<file path="config.mk">
export PLATFORM = sky130hd
export DESIGN_NAME = fp32_adder
export DESIGN_NICKNAME = d
export VERILOG_FILES = /design/src/rtl/fp32_adder.sv
export SDC_FILE = /design/constraint.sdc
export NUM_CORES = 1
export LEC_CHECK = 0
export ABC_AREA = 1
export CAP_MARGIN = 20
export CORE_MARGIN = 5
export CORE_UTILIZATION = 62
export CTS_CLUSTER_DIAMETER = 200
export CTS_CLUSTER_SIZE = 24
export DETAILED_ROUTE_END_ITERATION = 7
export PLACE_DENSITY = 0.94
export SKIP_LAST_GASP = 1
export SLEW_MARGIN = 20
export SYNTH_ARGS = -nofsm -noshare
export SYNTH_HDL_FRONTEND = slang
export SYNTH_SLANG_ARGS = --single-unit
</file>
<file path="constraint.sdc">
create_clock -name clk -period 1.11 [get_ports clk]
set_clock_uncertainty 0.15 [all_clocks]
set_input_delay 0.1665 -clock clk [delete_from_list [all_inputs] [get_ports clk]]
set_output_delay 0.1665 -clock clk [all_outputs]
set_load 0.03 [all_outputs]
</file>
<file path="src/rtl/fp32_adder.sv">
// IEEE-754 binary32 adder with round-to-nearest-even and one output register.
// Subnormals are handled on both input and output. NaN results are canonical.
module fp32_adder (
    input  logic        clk,
    input  logic        rst_n,
    input  logic        in_valid,
    input  logic [31:0] a,
    input  logic [31:0] b,
    output logic        out_valid,
    output logic [31:0] sum
);

    logic        w_sa, w_sb;
    logic [7:0]  w_ea, w_eb;
    logic [22:0] w_fa, w_fb;
    logic [7:0]  w_xea, w_xeb;
    logic        w_a_nan, w_b_nan, w_a_inf, w_b_inf;
    logic [31:0] w_ka, w_kb;
    logic        w_swap;
    logic [7:0]  w_eh, w_el, w_d;
    logic [23:0] w_mh, w_ml;
    logic        w_sgn, w_sub;
    logic [4:0]  w_dc;
    logic [49:0] w_ext;
    logic [26:0] w_al, w_bg;
    logic [27:0] w_s;

    assign w_sa = a[31];
    assign w_sb = b[31];
    assign w_ea = a[30:23];
    assign w_eb = b[30:23];
    assign w_fa = a[22:0];
    assign w_fb = b[22:0];

    assign w_xea = (w_ea == 8'd0) ? 8'd1 : w_ea;
    assign w_xeb = (w_eb == 8'd0) ? 8'd1 : w_eb;

    assign w_a_nan = (&w_ea) & (|w_fa);
    assign w_b_nan = (&w_eb) & (|w_fb);
    assign w_a_inf = (&w_ea) & ~(|w_fa);
    assign w_b_inf = (&w_eb) & ~(|w_fb);

    // Magnitude keys: effective exponent, hidden bit, fraction.
    assign w_ka = {w_xea, w_ea != 8'd0, w_fa};
    assign w_kb = {w_xeb, w_eb != 8'd0, w_fb};
    assign w_swap = w_kb > w_ka;

    assign w_eh  = w_swap ? w_xeb : w_xea;
    assign w_el  = w_swap ? w_xea : w_xeb;
    assign w_mh  = w_swap ? w_kb[23:0] : w_ka[23:0];
    assign w_ml  = w_swap ? w_ka[23:0] : w_kb[23:0];
    assign w_sgn = w_swap ? w_sb : w_sa;
    assign w_sub = w_sa ^ w_sb;

    assign w_d  = w_eh - w_el;
    assign w_dc = (w_d > 8'd26) ? 5'd26 : w_d[4:0];

    // Mantissa, guard and round on top; everything below folds into sticky.
    assign w_ext = {w_ml, 26'd0} >> w_dc;
    assign w_al  = {w_ext[49:24], |w_ext[23:0]};
    assign w_bg  = {w_mh, 3'b000};

    assign w_s = w_sub ? ({1'b0, w_bg} - {1'b0, w_al})
                       : ({1'b0, w_bg} + {1'b0, w_al});

    logic [4:0]  w_lz, w_sh;
    logic [7:0]  w_lim;
    logic [26:0] w_m;
    logic [9:0]  w_e, w_ef;
    logic        w_up;
    logic [24:0] w_mr;
    logic [22:0] w_frac;
    logic [31:0] w_res;

    always_comb begin
        w_lz = 5'd27;
        for (int i = 0; i < 27; i++) begin
            if (w_s[i]) w_lz = 5'(26 - i);
        end
        // Left shift stops at exponent 1, leaving a subnormal.
        w_lim = w_eh - 8'd1;
        if ({3'b000, w_lz} < w_lim) w_sh = w_lz;
        else w_sh = w_lim[4:0];

        if (w_s[27]) begin
            w_m = {w_s[27:2], w_s[1] | w_s[0]};
            w_e = {2'b00, w_eh} + 10'd1;
        end else begin
            w_m = w_s[26:0] << w_sh;
            w_e = {2'b00, w_eh} - {5'd0, w_sh};
        end

        w_up = w_m[2] & (w_m[1] | w_m[0] | w_m[3]);
        w_mr = {1'b0, w_m[26:3]} + {24'd0, w_up};

        if (w_mr[24]) begin
            w_frac = w_mr[23:1];
            w_ef   = w_e + 10'd1;
        end else begin
            w_frac = w_mr[22:0];
            w_ef   = w_mr[23] ? w_e : 10'd0;
        end

        w_res = {w_sgn, w_ef[7:0], w_frac};
        if (w_a_nan | w_b_nan | (w_a_inf & w_b_inf & w_sub))
            w_res = 32'h7FC0_0000;
        else if (w_a_inf)
            w_res = a;
        else if (w_b_inf)
            w_res = b;
        else if (w_s == 28'd0)
            w_res = {~w_sub & w_sgn, 31'd0};
        else if (w_ef >= 10'd255)
            w_res = {w_sgn, 8'hFF, 23'd0};
    end

    logic        r_valid;
    logic [31:0] r_sum;

    always_ff @(posedge clk or negedge rst_n) begin
        if (!rst_n) begin
            r_valid <= 1'b0;
            r_sum   <= 32'd0;
        end else begin
            r_valid <= in_valid;
            if (in_valid) r_sum <= w_res;
        end
    end

    assign out_valid = r_valid;
    assign sum       = r_sum;

endmodule

</file>
==> results of run 1 <==
logic make-up after synthesis:
group | after synthesis | synth area share, %
flops | 33 | 6.80
xor+xnor | 56 | 4.35
fa+ha+maj | 100 | 10.4
buf+inv | 383 | 13.0
compound gates | 255 | 12.0
simple gates | 1409 | 53.4
through the flow:
step / std cells / utilization (%) / setup slack, ps
detailed placement: 3180 / 94.5 / -11960
global placement: 3180 / 94.5 / -9740
floorplan: 2236 / - / -8900
cells in the mapped netlist (7+ instances only):
cell	number	area (um2)
nand3_1	391	1960
clkbuf_1	35	131
nor2_1	143	537
nor2_2	10	62.6
ha_1	98	1230
xor2_1	42	368
o21ai_2	10	87.6
inv_2	19	71.3
nand2_4	10	113
nand3_2	15	150
nand2_2	18	113
buf_2	27	135
nor3_1	23	115
xnor2_1	9	78.8
nand4_1	72	450
a31oi_1	10	62.6
o21ai_0	92	460
inv_1	273	1020
nor4_1	18	113
nor2_4	8	90.1
o21ai_1	18	90.1
nand2_1	682	2560
buf_4	12	90.1
dfrtp_1	33	826
buf_6	7	78.8
a21oi_1	86	430
==> results.sh, run 1 <==
export IMPL_ctsHtreeMaxLevel=2
export IMPL_ys_types=60
export IMPL_port_buffers=99
export IMPL_clockBufferDepth=2
export IMPL_initial_core_util_pct=62.6
export IMPL_postCtsHoldBufs=0
export IMPL_cts_sinks=33
export IMPL_ys_warn_count=0
export IMPL_synthCells=2236
export IMPL_num_io_pins=100
export IMPL_core_rowCount=51
export IMPL_netlist_area_um2=12100
export IMPL_postCtsSetupRepairBufs=165
export IMPL_cts_buffers=5
export IMPL_haltStage="clock tree synthesis (4_1_cts)"
export IMPL_synth_seq_area_share_pct=6.80
export IMPL_postSynthAreaPerCell_um2=5.43
export IMPL_die_w_um=150
export IMPL_dpl_hpwl_um=62700
export IMPL_ys_ff_latch=33
export IMPL_root_buffer="clkbuf_16"
export IMPL_ys_flop_type="dfrtp_1"
export IMPL_place_area_um2=18300
export IMPL_die_h_um=150
export IMPL_syn_nets=2403
export IMPL_synthArstFlopShare_pct=100
export IMPL_outcome="stopped before the end"
export IMPL_place_gp_congestion=1.16
export IMPL_synth_edf_count=0
export IMPL_cts_resized=426
export IMPL_tool_error="[ERROR DPL-0038] Utilization greater than 100%, impossible to legalize"
==> run 2, diff against run 1 <==
- CORE_UTILIZATION: 62 -> 40
- CTS_CLUSTER_DIAMETER: 200 -> default
- CTS_CLUSTER_SIZE: 24 -> default
- PLACE_DENSITY: 0.94 -> default
- PLACE_DENSITY_LB_ADDON: default -> 0.15
==> run 2 against run 1 <==
  * The flow now finishes, with violations (negative setup slack)
  * Synthesized area did not move
  * Synthesized cell count stayed put
==> results.sh, run 2 <==
export IMPL_outcome="finished, violations left"
export IMPL_violations="negative setup slack"
export IMPL_period_needed_ps=11090
export IMPL_synth_seq_area_share_pct=6.80
export IMPL_n_fill_cell=2454
export IMPL_hold_viol=0
export IMPL_grt_usage_pct=32.5
export IMPL_cpPeakStageDelay_ps=490
export IMPL_port_buffers=99
export IMPL_initial_core_util_pct=40.7
export IMPL_grt_ovfl_total=0
export IMPL_worstReg2RegStart="sum[29]$_DFFE_PN0P_"
export IMPL_clk_pin_slew_ps=50
export IMPL_yosysMostFrequentCell="nand2_1"
export IMPL_synth_compound_area_share_pct=12.0
export IMPL_layout_commonest_cell="buf_4"
export IMPL_synthTopCellsByArea="nand2_1 (21%), nand3_1 (16%), ha_1 (10%), inv_1 (8.4%), dfrtp_1 (6.8%)"
export IMPL_cpMaxStageDelayCell="clkdlybuf4s50_1"
export IMPL_root_buffer="clkbuf_16"
export IMPL_crit_top_cell="buf_4"
export IMPL_netlist_area_um2=12100
export IMPL_synthArstFlopShare_pct=100
export IMPL_ctsHtreeMaxLevel=2
export IMPL_drt_pre_antenna_iters=5
export IMPL_worstMarginPinSlew_ps=750
export IMPL_vias_per_cell=5.41
export IMPL_cts_tree="done"
export IMPL_synth_edf_count=0
export IMPL_ys_warn_count=0
export IMPL_drive_gt1_share_pct=43.6
export IMPL_n_antenna_cell=0
export IMPL_worstPathRequired_ps=1130
export IMPL_yosys_area_share_simple_pct=53.4
export IMPL_critPathKind="primary input to flop"
export IMPL_largest_reg_flops=32
export IMPL_reg2reg_setup_slack_ps=130
export IMPL_setup_ws_ps=-9980
export IMPL_yosys_top_cells_count="nand2_1 (682), nand3_1 (391), inv_1 (273)"
export IMPL_drcViolationCount=0
export IMPL_peakVddDrop_v=0.000939
export IMPL_rsz0062_at_grt="yes"
export IMPL_dpl_hpwl_um=44500
export IMPL_drt_iter0_drc=1519
export IMPL_pre_cts_ws_ps=-10600
export IMPL_clockBufferDepth=2
export IMPL_postSynthAreaPerCell_um2=5.43
export IMPL_route_vias_total=19010
export IMPL_syn_nets=2403
export IMPL_ys_types=60
export IMPL_synth_top_family_by_area="simple AND/OR/NAND/NOR gates"
export IMPL_r2r_cells=3
export IMPL_ys_ff_latch=33
export IMPL_nets=3290
export IMPL_die_w_um=184
export IMPL_synthMuxAreaShare_pct=0
export IMPL_synth_top_area_share_pct=21.1
export IMPL_ys_flop_type="dfrtp_1"
export IMPL_final_util_pct=74.0
export IMPL_worstHoldPathType="primary input to async pin"
export IMPL_cts_buffers=5
export IMPL_slew_viol_final=0
export IMPL_synth_xor_area_share_pct=4.35
export IMPL_max_slew_margin_pct=50.0
export IMPL_start_kind="primary input"
export IMPL_r2r_end="sum[29]$_DFFE_PN0P_"
export IMPL_core_um2=29800
export IMPL_core_rowCount=63
export IMPL_num_io_pins=100
export IMPL_clk_latency_ps=290
export IMPL_place_gp_congestion=0.968
export IMPL_antenna_found_initial=1
export IMPL_cp_end_kind="flop"
export IMPL_setup_viol=65
export IMPL_finalCritPeriodShare_pct=1000
export IMPL_postCtsHoldBufs=0
export IMPL_cts_sinks=33
export IMPL_wl_per_cell_um=17.0
export IMPL_synthCells=2236
export IMPL_p_leak_nw=11.9
export IMPL_maxCapViolCount=0
export IMPL_wl_um=59900
export IMPL_antenna_left=0
export IMPL_final_area_um2=22100
export IMPL_place_area_um2=18800
export IMPL_grt_pass1_wl_um=91400
export IMPL_fmax_mhz=90.1
export IMPL_worst_path_max_fanout=5
export IMPL_fp_dieArea_um2=33900
export IMPL_mostFrequentLayoutCells="buf_4 (812), nand2_1 (596), nand3_1 (307)"
export IMPL_arrival_ps=11120
export IMPL_synth_adder_area_share_pct=10.4
export IMPL_power_density_nw_per_um2=1450
export IMPL_grt_max_degree=97
export IMPL_syn_to_final_growth_pct=81.8
export IMPL_grt_pass1_vias=18606
export IMPL_yosysTopAreaCell="nand2_1"
export IMPL_die_h_um=184
-- run 2: through the flow --
stage	setup TNS, ps	instances	hold WS [ps]	total power [mW]
final	-312230	3514	93.9	31.9
after global routing	-333870	3514	133	34.2
after CTS	-296210	3463	104	28.9
after detailed placement	-331180	3333	311	25.2
after global placement	-323330	3333	308	24.9
after floorplan	-278310	2236	-279	14.2
-- run 2: cell families (layout without fill, tap and decap cells) --
logic type / Yosys count / after routing
AOI/OAI and AO/OA: 255 / 255
and+or+nand+nor: 1409 / 1411
buffers and inverters: 383 / 1269
DFF: 33 / 33
xor gates and xnor gates: 56 / 56
adders and majority gates: 100 / 100
-- run 2: cell type report --
class | instances | area (um2) | share of cell area [%]
inverters | 297 | 1160 | 5.25
well taps | 390 | 488 | 2.21
flip-flops and latches | 33 | 826 | 3.74
multi-input cells | 1822 | 11500 | 52.2
repair inverters | 3 | 27.5 | 0.125
clock buffers | 7 | 143 | 0.647
clock inverters | 1 | 30.0 | 0.136
repair buffers | 961 | 7880 | 35.7
-- run 2: how the worst max path moves through the flow --
stage	from	to	slack, ps	cells past startpoint
CTS	a[28]	sum[30]$_DFFE_PN0P_	-9320	94
finish	a[5]	sum[22]$_DFFE_PN0P_	-9980	91
detailed placement	b[30]	sum[2]$_DFFE_PN0P_	-10600	91
global placement	b[30]	sum[10]$_DFFE_PN0P_	-10340	85
floorplan	b[30]	sum[10]$_DFFE_PN0P_	-8900	92
global route	a[26]	sum[30]$_DFFE_PN0P_	-10580	93
-- run 2: routing by layer --
layer | vias up | share of wire (%) | global-route usage (%)
met4 | 2 | 5.6 | 15.7
met3 | 237 | 6.0 | 3.24
met1 | 8817 | 39 | 38.0
met5 | - | 0.012 | 0
li1 | 9152 | - | -
met2 | 802 | 50 | 59.1
-- run 2: repair_timing --
item | CTS | global route
buffers inserted | 117 | 53
endpoints found under the setup margin | 65 | 65
pin swaps | 134 | 133
cloned | 7 | 2
resized for setup | 214 | 284
-- run 2: power breakdown --
group | leakage [nW] | internal [mW] | switching [mW]
clock network | 0.0841 | 1.12 | 0.517
registers | 0.398 | 1.71 | 0.366
logic | 11.4 | 13.0 | 15.2
-- run 2: worst max-delay path, delay by kind of cell --
kind | cells | cell delay (ps)
XOR/XNOR | 1 | 130
buffers and inverters | 35 | 4830
adder cells (fa/ha/maj) | 2 | 490
AO/OA/AOI/OAI | 12 | 1570
AND/OR/NAND/NOR | 41 | 3850
(Power assumes the default switching activity.)
==> run 3, diff against run 2 <==
- GPL_ROUTABILITY_DRIVEN: default -> 0
- SKIP_LAST_GASP: 1 -> default
==> run 3 against run 2 <==
  * The run still ends with negative setup slack left
  * Worst setup slack improved by 32 ps
  * Sequential share of layout area rose by 0.12 points
  * Via count is 1.7% lower
  * Cell area shrank 3.2%
  * Clock-buffer cell count decreased by 2
  * Largest power group unchanged
  * Combinational power shrank 3%
  * Worst hold slack improved by 1.5 ps
  * First-iteration DRC count grew 22%
  * Critical path type unchanged
  * Wire length shrank 7.6%
  * Non-clock buffer count decreased by 62
  * Clock power shrank 15%
==> results.sh, run 3 (same netlist as run 2, synthesis figures left out) <==
export IMPL_core_um2=29800
export IMPL_grt_usage_pct=28.9
export IMPL_nets=3228
export IMPL_core_rowCount=63
export IMPL_vias_per_cell=5.41
export IMPL_dpl_hpwl_um=42100
export IMPL_worstPathRequired_ps=1120
export IMPL_wl_per_cell_um=16.0
export IMPL_grt_pass1_vias=17333
export IMPL_setup_viol=65
export IMPL_ctsHtreeMaxLevel=2
export IMPL_die_h_um=184
export IMPL_r2r_end="sum[26]$_DFFE_PN0P_"
export IMPL_antenna_found_initial=0
export IMPL_hold_viol=0
export IMPL_crit_end="sum[4]$_DFFE_PN0P_"
export IMPL_whs_ps=95.4
export IMPL_cts_sinks=33
export IMPL_peakVddDrop_v=0.000786
export IMPL_cpPeakStageDelay_ps=470
export IMPL_final_util_pct=71.7
export IMPL_violations="negative setup slack"
export IMPL_num_io_pins=100
export IMPL_slew_viol_final=0
export IMPL_die_w_um=184
export IMPL_root_buffer="clkbuf_16"
export IMPL_drt_iter0_drc=1847
export IMPL_worst_path_max_fanout=11
export IMPL_pre_cts_ws_ps=-10330
export IMPL_antenna_left=0
export IMPL_n_antenna_cell=0
export IMPL_worst_path_buf_inv=21
export IMPL_worstReg2RegStart="sum[26]$_DFFE_PN0P_"
export IMPL_grt_ovfl_total=0
export IMPL_drt_pre_antenna_iters=6
export IMPL_r2r_cells=4
export IMPL_fp_dieArea_um2=33900
export IMPL_rsz0062_at_grt="yes"
export IMPL_final_area_um2=21400
export IMPL_postCtsHoldBufs=0
export IMPL_syn_to_final_growth_pct=76.0
export IMPL_cp_top_family="simple AND/OR/NAND/NOR gates"
export IMPL_clk_pin_slew_ps=60
export IMPL_crit_top_cell="nand2_2"
export IMPL_clockBufferDepth=2
export IMPL_mostFrequentLayoutCells="buf_4 (756), nand2_1 (606), nand3_1 (312)"
export IMPL_place_area_um2=18700
export IMPL_finalCritPeriodShare_pct=997
export IMPL_layout_commonest_cell="buf_4"
export IMPL_worstHoldPathType="primary input to async pin"
export IMPL_cts_buffers=5
export IMPL_cts_tree="done"
export IMPL_cp_depth=92
export IMPL_grt_pass1_wl_um=82500
export IMPL_fmax_mhz=90.4
export IMPL_p_leak_nw=11.6
export IMPL_max_slew_margin_pct=49.7
export IMPL_largest_reg_flops=32
export IMPL_critPathKind="primary input to flop"
export IMPL_worstMarginPinSlew_ps=755
export IMPL_reg2reg_setup_slack_ps=-10
export IMPL_outcome="finished, violations left"
export IMPL_n_fill_cell=2387
export IMPL_crit_start="b[11]"
export IMPL_setup_ws_ps=-9950
export IMPL_clk_latency_ps=290
export IMPL_wl_um=55300
export IMPL_drive_gt1_share_pct=41.6
export IMPL_route_vias_total=18689
export IMPL_period_needed_ps=11060
export IMPL_cpMaxStageDelayCell="clkdlybuf4s50_1"
export IMPL_cp_end_kind="flop"
export IMPL_maxCapViolCount=0
export IMPL_arrival_ps=11070
export IMPL_grt_max_degree=97
export IMPL_port_buffers=99
export IMPL_initial_core_util_pct=40.7
export IMPL_drcViolationCount=0
export IMPL_power_density_nw_per_um2=1440
export IMPL_start_kind="primary input"
==> run 3: changes by cell type in the layout (fill, tap and decap cells not counted), moves of 4 or more <==
cell	change
nand3_1	+5
nand2_1	+10
nand3_4	-4
dlymetal6s2s_1	+6
nand2_4	-4
dlygate4sd2_1	-5
o21ai_0	+4
buf_2	-5
clkbuf_16	+4
buf_8	-4
buf_4	-56
clkbuf_2	+6
==> run 3: what timing repair did <==
item / CTS / global route
gates cloned: 3 / 8
resized for setup: 117 / 319
setup endpoints to repair: 65 / 65
buffers inserted: 64 / 53
pin swaps: 88 / 148
==> run 3: area by class of cell <==
type	instances	area, um2	area share (%)
clock buffers	5	125	0.586
clock inverters	3	17.5	0.0820
inverters	297	1150	5.38
well taps	390	488	2.28
repair inverters	3	25.0	0.117
repair buffers	899	7400	34.7
multi-input cells	1822	11300	53.0
flip-flops and latches	33	826	3.87
==> run 3: power by group <==
group | total [mW] | internal, mW | switching (mW) | leakage (nW)
combinational | 27.3 | 12.5 | 14.8 | 11.2
sequential | 2.10 | 1.71 | 0.387 | 0.398
clock | 1.40 | 0.823 | 0.573 | 0.0696
total | 30.8 | 15.0 | 15.8 | 11.6
==> run 3: worst min path at each step <==
stage / from / slack, ps / to / depth (start not counted)
6_report: rst_n / 100 / sum[18]$_DFFE_PN0P_ / 2
5_1_grt: rst_n / 130 / sum[27]$_DFFE_PN0P_ / 2
4_1_cts: rst_n / 110 / sum[31]$_DFFE_PN0P_ / 2
3_5_place_dp: sum[18]$_DFFE_PN0P_ / 320 / sum[18]$_DFFE_PN0P_ / 2
3_3_place_gp: sum[29]$_DFFE_PN0P_ / 310 / sum[29]$_DFFE_PN0P_ / 2
2_1_floorplan: rst_n / -280 / out_valid$_DFF_PN0_ / 0
==> run 3: routing by layer <==
layer / vias to the layer above / part of all wire, % / routed length, um / global-route usage (%)
li1: 9044 / - / - / -
met1: 8497 / 39 / 21600 / 35.8
met2: 886 / 49 / 26900 / 51.7
met3: 262 / 6.8 / 3770 / 2.53
met4: 0 / 5.6 / 3100 / 11.2
met5: - / 0 / 0 / 0
==> run 3: metrics by stage <==
| step | cells | power (mW) | TNS, ps |
|---|---|---|---|
| floorplan | 2236 | 14.2 | -278310 |
| global placement | 3318 | 24.5 | -318160 |
| detailed placement | 3318 | 24.9 | -326190 |
| CTS | 3393 | 27.8 | -304840 |
| global route | 3452 | 33.0 | -338750 |
| finish | 3452 | 30.8 | -313610 |
==> run 4, diff against run 3 <==
- CAP_MARGIN: 20 -> default
==> results of run 4 <==
The final DEF is identical to that of run 3; final timing and power are the same.
==> variant 1: new RTL, flow settings as in run 3 <==
Add an input register stage for `in_valid`, `a` and `b`, with the module's reset; this delays them by one clock.
--- a/src/rtl/fp32_adder.sv
+++ b/src/rtl/fp32_adder.sv
@@ -11,2 +11,18 @@
 );
+
+    logic in_valid_q;
+    logic [31:0] a_q;
+    logic [31:0] b_q;
+
+    always_ff @(posedge clk or negedge rst_n) begin
+        if (!rst_n) begin
+            in_valid_q <= '0;
+            a_q        <= '0;
+            b_q        <= '0;
+        end else begin
+            in_valid_q <= in_valid;
+            a_q        <= a;
+            b_q        <= b;
+        end
+    end
 
@@ -27,8 +43,8 @@
 
-    assign w_sa = a[31];
-    assign w_sb = b[31];
-    assign w_ea = a[30:23];
-    assign w_eb = b[30:23];
-    assign w_fa = a[22:0];
-    assign w_fb = b[22:0];
+    assign w_sa = a_q[31];
+    assign w_sb = b_q[31];
+    assign w_ea = a_q[30:23];
+    assign w_eb = b_q[30:23];
+    assign w_fa = a_q[22:0];
+    assign w_fb = b_q[22:0];
 
@@ -107,5 +123,5 @@
         else if (w_a_inf)
-            w_res = a;
+            w_res = a_q;
         else if (w_b_inf)
-            w_res = b;
+            w_res = b_q;
         else if (w_s == 28'd0)
@@ -124,4 +140,4 @@
         end else begin
-            r_valid <= in_valid;
-            if (in_valid) r_sum <= w_res;
+            r_valid <= in_valid_q;
+            if (in_valid_q) r_sum <= w_res;
         end
Behaviour: not the same (a bounded check fails within 4 cycles, from zero or initial values and one cycle with rst_n low).
==> variant 1 against run 3 <==
  * Synthesized area rose by 18%
  * Global-route usage down 1.4 points
  * The run still ends with setup timing left
  * Worst setup slack worse by 0.64 ns
  * Critical path type is now flip-flop to flip-flop
  * Sequential share of layout area is 6.5 points higher
  * Register-to-register slack lost 11 ns
  * Count of clock-buffer cells in the layout rose by 5
  * Power up 18%
  * Critical path depth is 8 higher
  * First-iteration DRC count shrank 12%
  * Wire length increased by 3.8%
  * Via count up 2.6%
  * Sequential cell count grew 65
  * Final area increased by 11%
==> variant 1: results (changes against run 3) <==
[routing]
drt_iter0_drc = 1634  ; -12%
drtPass1Iterations = 6  ; unchanged
wirelength_um = 57420  ; +3.8%
vias = 19180  ; +2.6%

[global_routing]
grt_pass1_wl_um = 89710  ; +8.8%
grt_pass1_vias = 18340  ; +5.8%
grt_usage_pct = 27.51  ; -1.4 points

[clock_network]
cts-buffers-inserted = 9  ; +4
clk_latency_ns = 0.37  ; +0.08 ns
h-tree-depth = 3  ; +1

[synth]
synthTopCellsByArea = nand2_1, dfrtp_1, nand3_1
yosys.cell_types.count = 71  ; +18%
ys_seq_area_share_pct = 17.17  ; +10 points
synthesis.nets = 2501  ; +4.1%
synth_common_cells = nand2_1, nand3_1, inv_1, nor2_1
synth_ff_type = dfrtp_1

[sta]
finalWorstSetupSlack_ns = -10.59  ; -0.6356 ns
setup_tns_ns = -338.30  ; -24.69 ns
max-slew-margin-rel_pct = 51.66  ; +2.0 points
setup_viol = 65  ; unchanged

[layout]
fillers = 3016  ; +26%
drive_gt1_share_pct = 41.15  ; -0.49 points
layout.nets = 3372  ; +4.5%
diodes = 0  ; unchanged

[worst_setup_path]
slowest_delay_ns = 0.40  ; -0.07 ns
worstPathMaxFanout = 8  ; -3
crit_path_top_delay_cell = dfrtp_1

[status]
violations = setup timing
run_status = finished with violations

[pwr]
ir_worst_vdd_uv = 1136  ; +45%
p_leak_uw = 0.01260  ; +8.1%

[place]
dpl-instance-area_um2 = 20750  ; +11%
dp_hpwl_um = 44450  ; +5.5%

[hold_path]
hold_class = input pin to async pin

-- variant 1: worst paths after layout --
check / slack [ns] / start / endpoint / cells after the start
max: -10.59 / b_q[30] / sum[6] / 100
min: 0.05 / rst_n / b_q[10] / 2
max reg2reg: -10.59 / b_q[30] / sum[6] / 100
min reg2reg: 0.36 / sum[3] / sum[3] / 2
max in group asynchronous: 0.29 / rst_n / sum[8] / 3
min in group clk: 0.08 / a[28] / a_q[28] / 1
-- variant 1: routing by layer --
| metal | global-route usage, % | wire (um) |
|---|---|---|
| met1 | 38.22 | 25390 |
| met2 | 45.20 | 26370 |
| met3 | 3.709 | 4031 |
| met4 | 7.219 | 1616 |
| met5 | 0 | 0 |
-- variant 1: logic make-up (layout without fill, tap and decap cells) --
kind of cell | count (synthesis) | in the layout | synth area share, %
AND/OR/NAND/NOR | 1430 | 1431 | 46.67
buffers and inverters | 398 | 1273 | 13.28
AO/OA/AOI/OAI | 263 | 263 | 11.02
adder cells (fa/ha/maj) | 100 | 100 | 8.863
flip-flops | 98 | 98 | 17.17
XOR/XNOR | 44 | 44 | 2.934
multiplexers | 1 | 1 | 0.07007
-- variant 1: what timing repair did --
| action | 4_1_cts | 5_1_grt |
|---|---|---|
| cloned | 4 | 3 |
| pin swaps | 96 | 136 |
| setup endpoints to repair | 65 | 65 |
| hold buffers | 1 | 0 |
| resized for setup | 152 | 197 |
| setup buffers | 87 | 55 |
| hold endpoints to repair | 98 | 0 |
-- variant 1: power by group --
| group | internal [uW] | total [uW] | switching (uW) |
|---|---|---|---|
| Combinational | 13200 | 28400 | 15200 |
| Clock | 1630 | 3190 | 1560 |
| Sequential | 4180 | 4660 | 472 |
| Total | 19000 | 36200 | 17200 |
-- variant 1: layout make-up --
| class | count | area share, % |
|---|---|---|
| clock buffer | 10 | 1.008 |
| sequential | 98 | 10.35 |
| inverter | 308 | 4.979 |
| clock inverter | 6 | 0.2376 |
| timing repair buffer | 948 | 32.91 |
| multi-input combinational | 1839 | 48.05 |
| timing repair inverter | 1 | 0.03696 |
| tap | 461 | 2.434 |
-- variant 1: per-stage QoR --
step	std cells	util [%]	power, uW	hold slack (ns)
CTS	3616	63.40	33550	0.03838
floorplan	2334	-	17390	-0.2791
global route	3671	66.95	38760	0.07614
global placement	3508	58.61	28090	-0.1153
detailed placement	3508	58.61	28370	-0.1125
finish	3671	66.95	36250	0.04876
==> variant 2: new RTL, config.mk and constraints of run 3 <==
Without the edit above. Make the reset (`rst_n`) synchronous in one clocked block.
--- a/src/rtl/fp32_adder.sv
+++ b/src/rtl/fp32_adder.sv
@@ -119,3 +119,3 @@
 
-    always_ff @(posedge clk or negedge rst_n) begin
+    always_ff @(posedge clk) begin
         if (!rst_n) begin
Function: changed (Yosys sat finds a counterexample within 4 cycles, from zero or initial values and one cycle with rst_n low; the reset may be asserted at any time).
==> variant 2 against run 3 <==
  * The flow finishes with violations (DRC, setup timing)
  * Worst setup slack got worse by 0.52 ns
  * Sequential cell count stayed put
  * Synthesized area fell by 3.3%
  * Final area rose by 0.65%
  * Wire length rose by 6.1%
  * Fmax fell by 4.5%
  * Critical path depth increased by 3
  * Power down 6.1%
==> variant 2: results (changes against run 3) <==
[place]
dpl-instance-area_um2 = 18030  ; -3.4%
dp.cells = 3267  ; -1.5%
dp_hpwl_um = 40130  ; -4.7%
place_ws_ns = -10.88  ; -0.5478 ns

[status]
violations = DRC, setup timing
run_status = finished with violations

[layout]
seq_cells = 33  ; unchanged
final_area_um2 = 21500  ; +0.65%
clock_buffers = 5  ; unchanged
fillers = 2116  ; -11%
register_area_um2 = 670.6  ; -19%
multi_input_area_share_pct = 53.57  ; +0.54 points
clk_share_pct = 0.6634  ; -0.0043 points
bufAreaShareNonClock_pct = 35.11  ; +0.46 points
fin_cells = 3453  ; +0.029%
multi_input_gates = 1810  ; -0.66%
layout.nets = 3235  ; +0.22%

[hold_path]
hold_class = flip-flop to flip-flop

[synth]
synth_common_cells = nand2_1, nand3_1, inv_1, nor2_1, o21ai_0
synthAdderAreaFrac_pct = 10.79  ; +0.35 points
syn_inst = 2225  ; -0.49%
synthTopCellsByArea = nand2_1, nand3_1, ha_1
synth_compound_area_share_pct = 14.87  ; +2.8 points
synthArstFlopShare_pct = 0  ; -100 points
ys_seq_area_share_pct = 5.628  ; -1.2 points
synthesis.nets = 2392  ; -0.46%
synth_ff_type = dfxtp_1
yosys.area_share.xor_xnor_pct = 3.358  ; -0.99 points
yosys.cell_types.count = 63  ; +5.0%

[worst_setup_path]
worstPathMaxFanout = 8  ; -3
cp.arrival_ns = 11.59  ; +0.52 ns
slowest_delay_ns = 0.49  ; +0.02 ns

[global_routing]
grt_usage_pct = 30.83  ; +1.9 points
grt_pass1_vias = 18290  ; +5.5%
grt_pass1_wl_um = 86770  ; +5.2%

[routing]
wirelength_um = 58670  ; +6.1%
drtPass1Iterations = 8  ; +2
vias = 19510  ; +4.4%
drc_errors = 141  ; +141
drt_iter0_drc = 2489  ; +35%

[clock_network]
cts_setup_buffers = 132  ; +110%
cts_resized = 375  ; +220%

[pwr]
ir_worst_vdd_uv = 635.1  ; -19%

[sta]
setup_tns_ns = -330.31  ; -16.70 ns
setup_viol = 32  ; -51%
finalWorstSetupSlack_ns = -10.47  ; -0.5162 ns

[die]
die-width_um = 181.3  ; -1.6%

## variant 2: final timing paths
check        slack (ns)      end  depth (start not counted)     from
max              -10.47   sum[1]                         95    a[21]
min                0.32   sum[3]                          2   sum[3]
max reg2reg        0.21  sum[28]                          2  sum[28]
min reg2reg        0.32   sum[3]                          2   sum[3]
## variant 2: where the power goes
part | internal (uW) | leakage (uW) | switching [uW]
Clock | 820 | 0.0000696 | 489
Sequential | 1450 | 0.000275 | 160
Combinational | 11900 | 0.0110 | 14100
Total | 14200 | 0.0113 | 14700
## variant 2: per-layer routing
metal  vias to the layer above  share of wire [%]  global-route usage (%)  routed length [um]
li1                       9057                  -                       -                   -
met1                      8820                 36                   36.20               21300
met5                         -                  0                       0                   0
met3                       402                9.2                   3.660                5417
met2                      1234                 48                   55.84               28040
met4                         0                6.7                   14.02                3919
## variant 2: worst register-to-register path: cells and delay by family (launching register included)
family,cells,cell delay [ns]
compound gates,2,0.33
flops,1,0.30
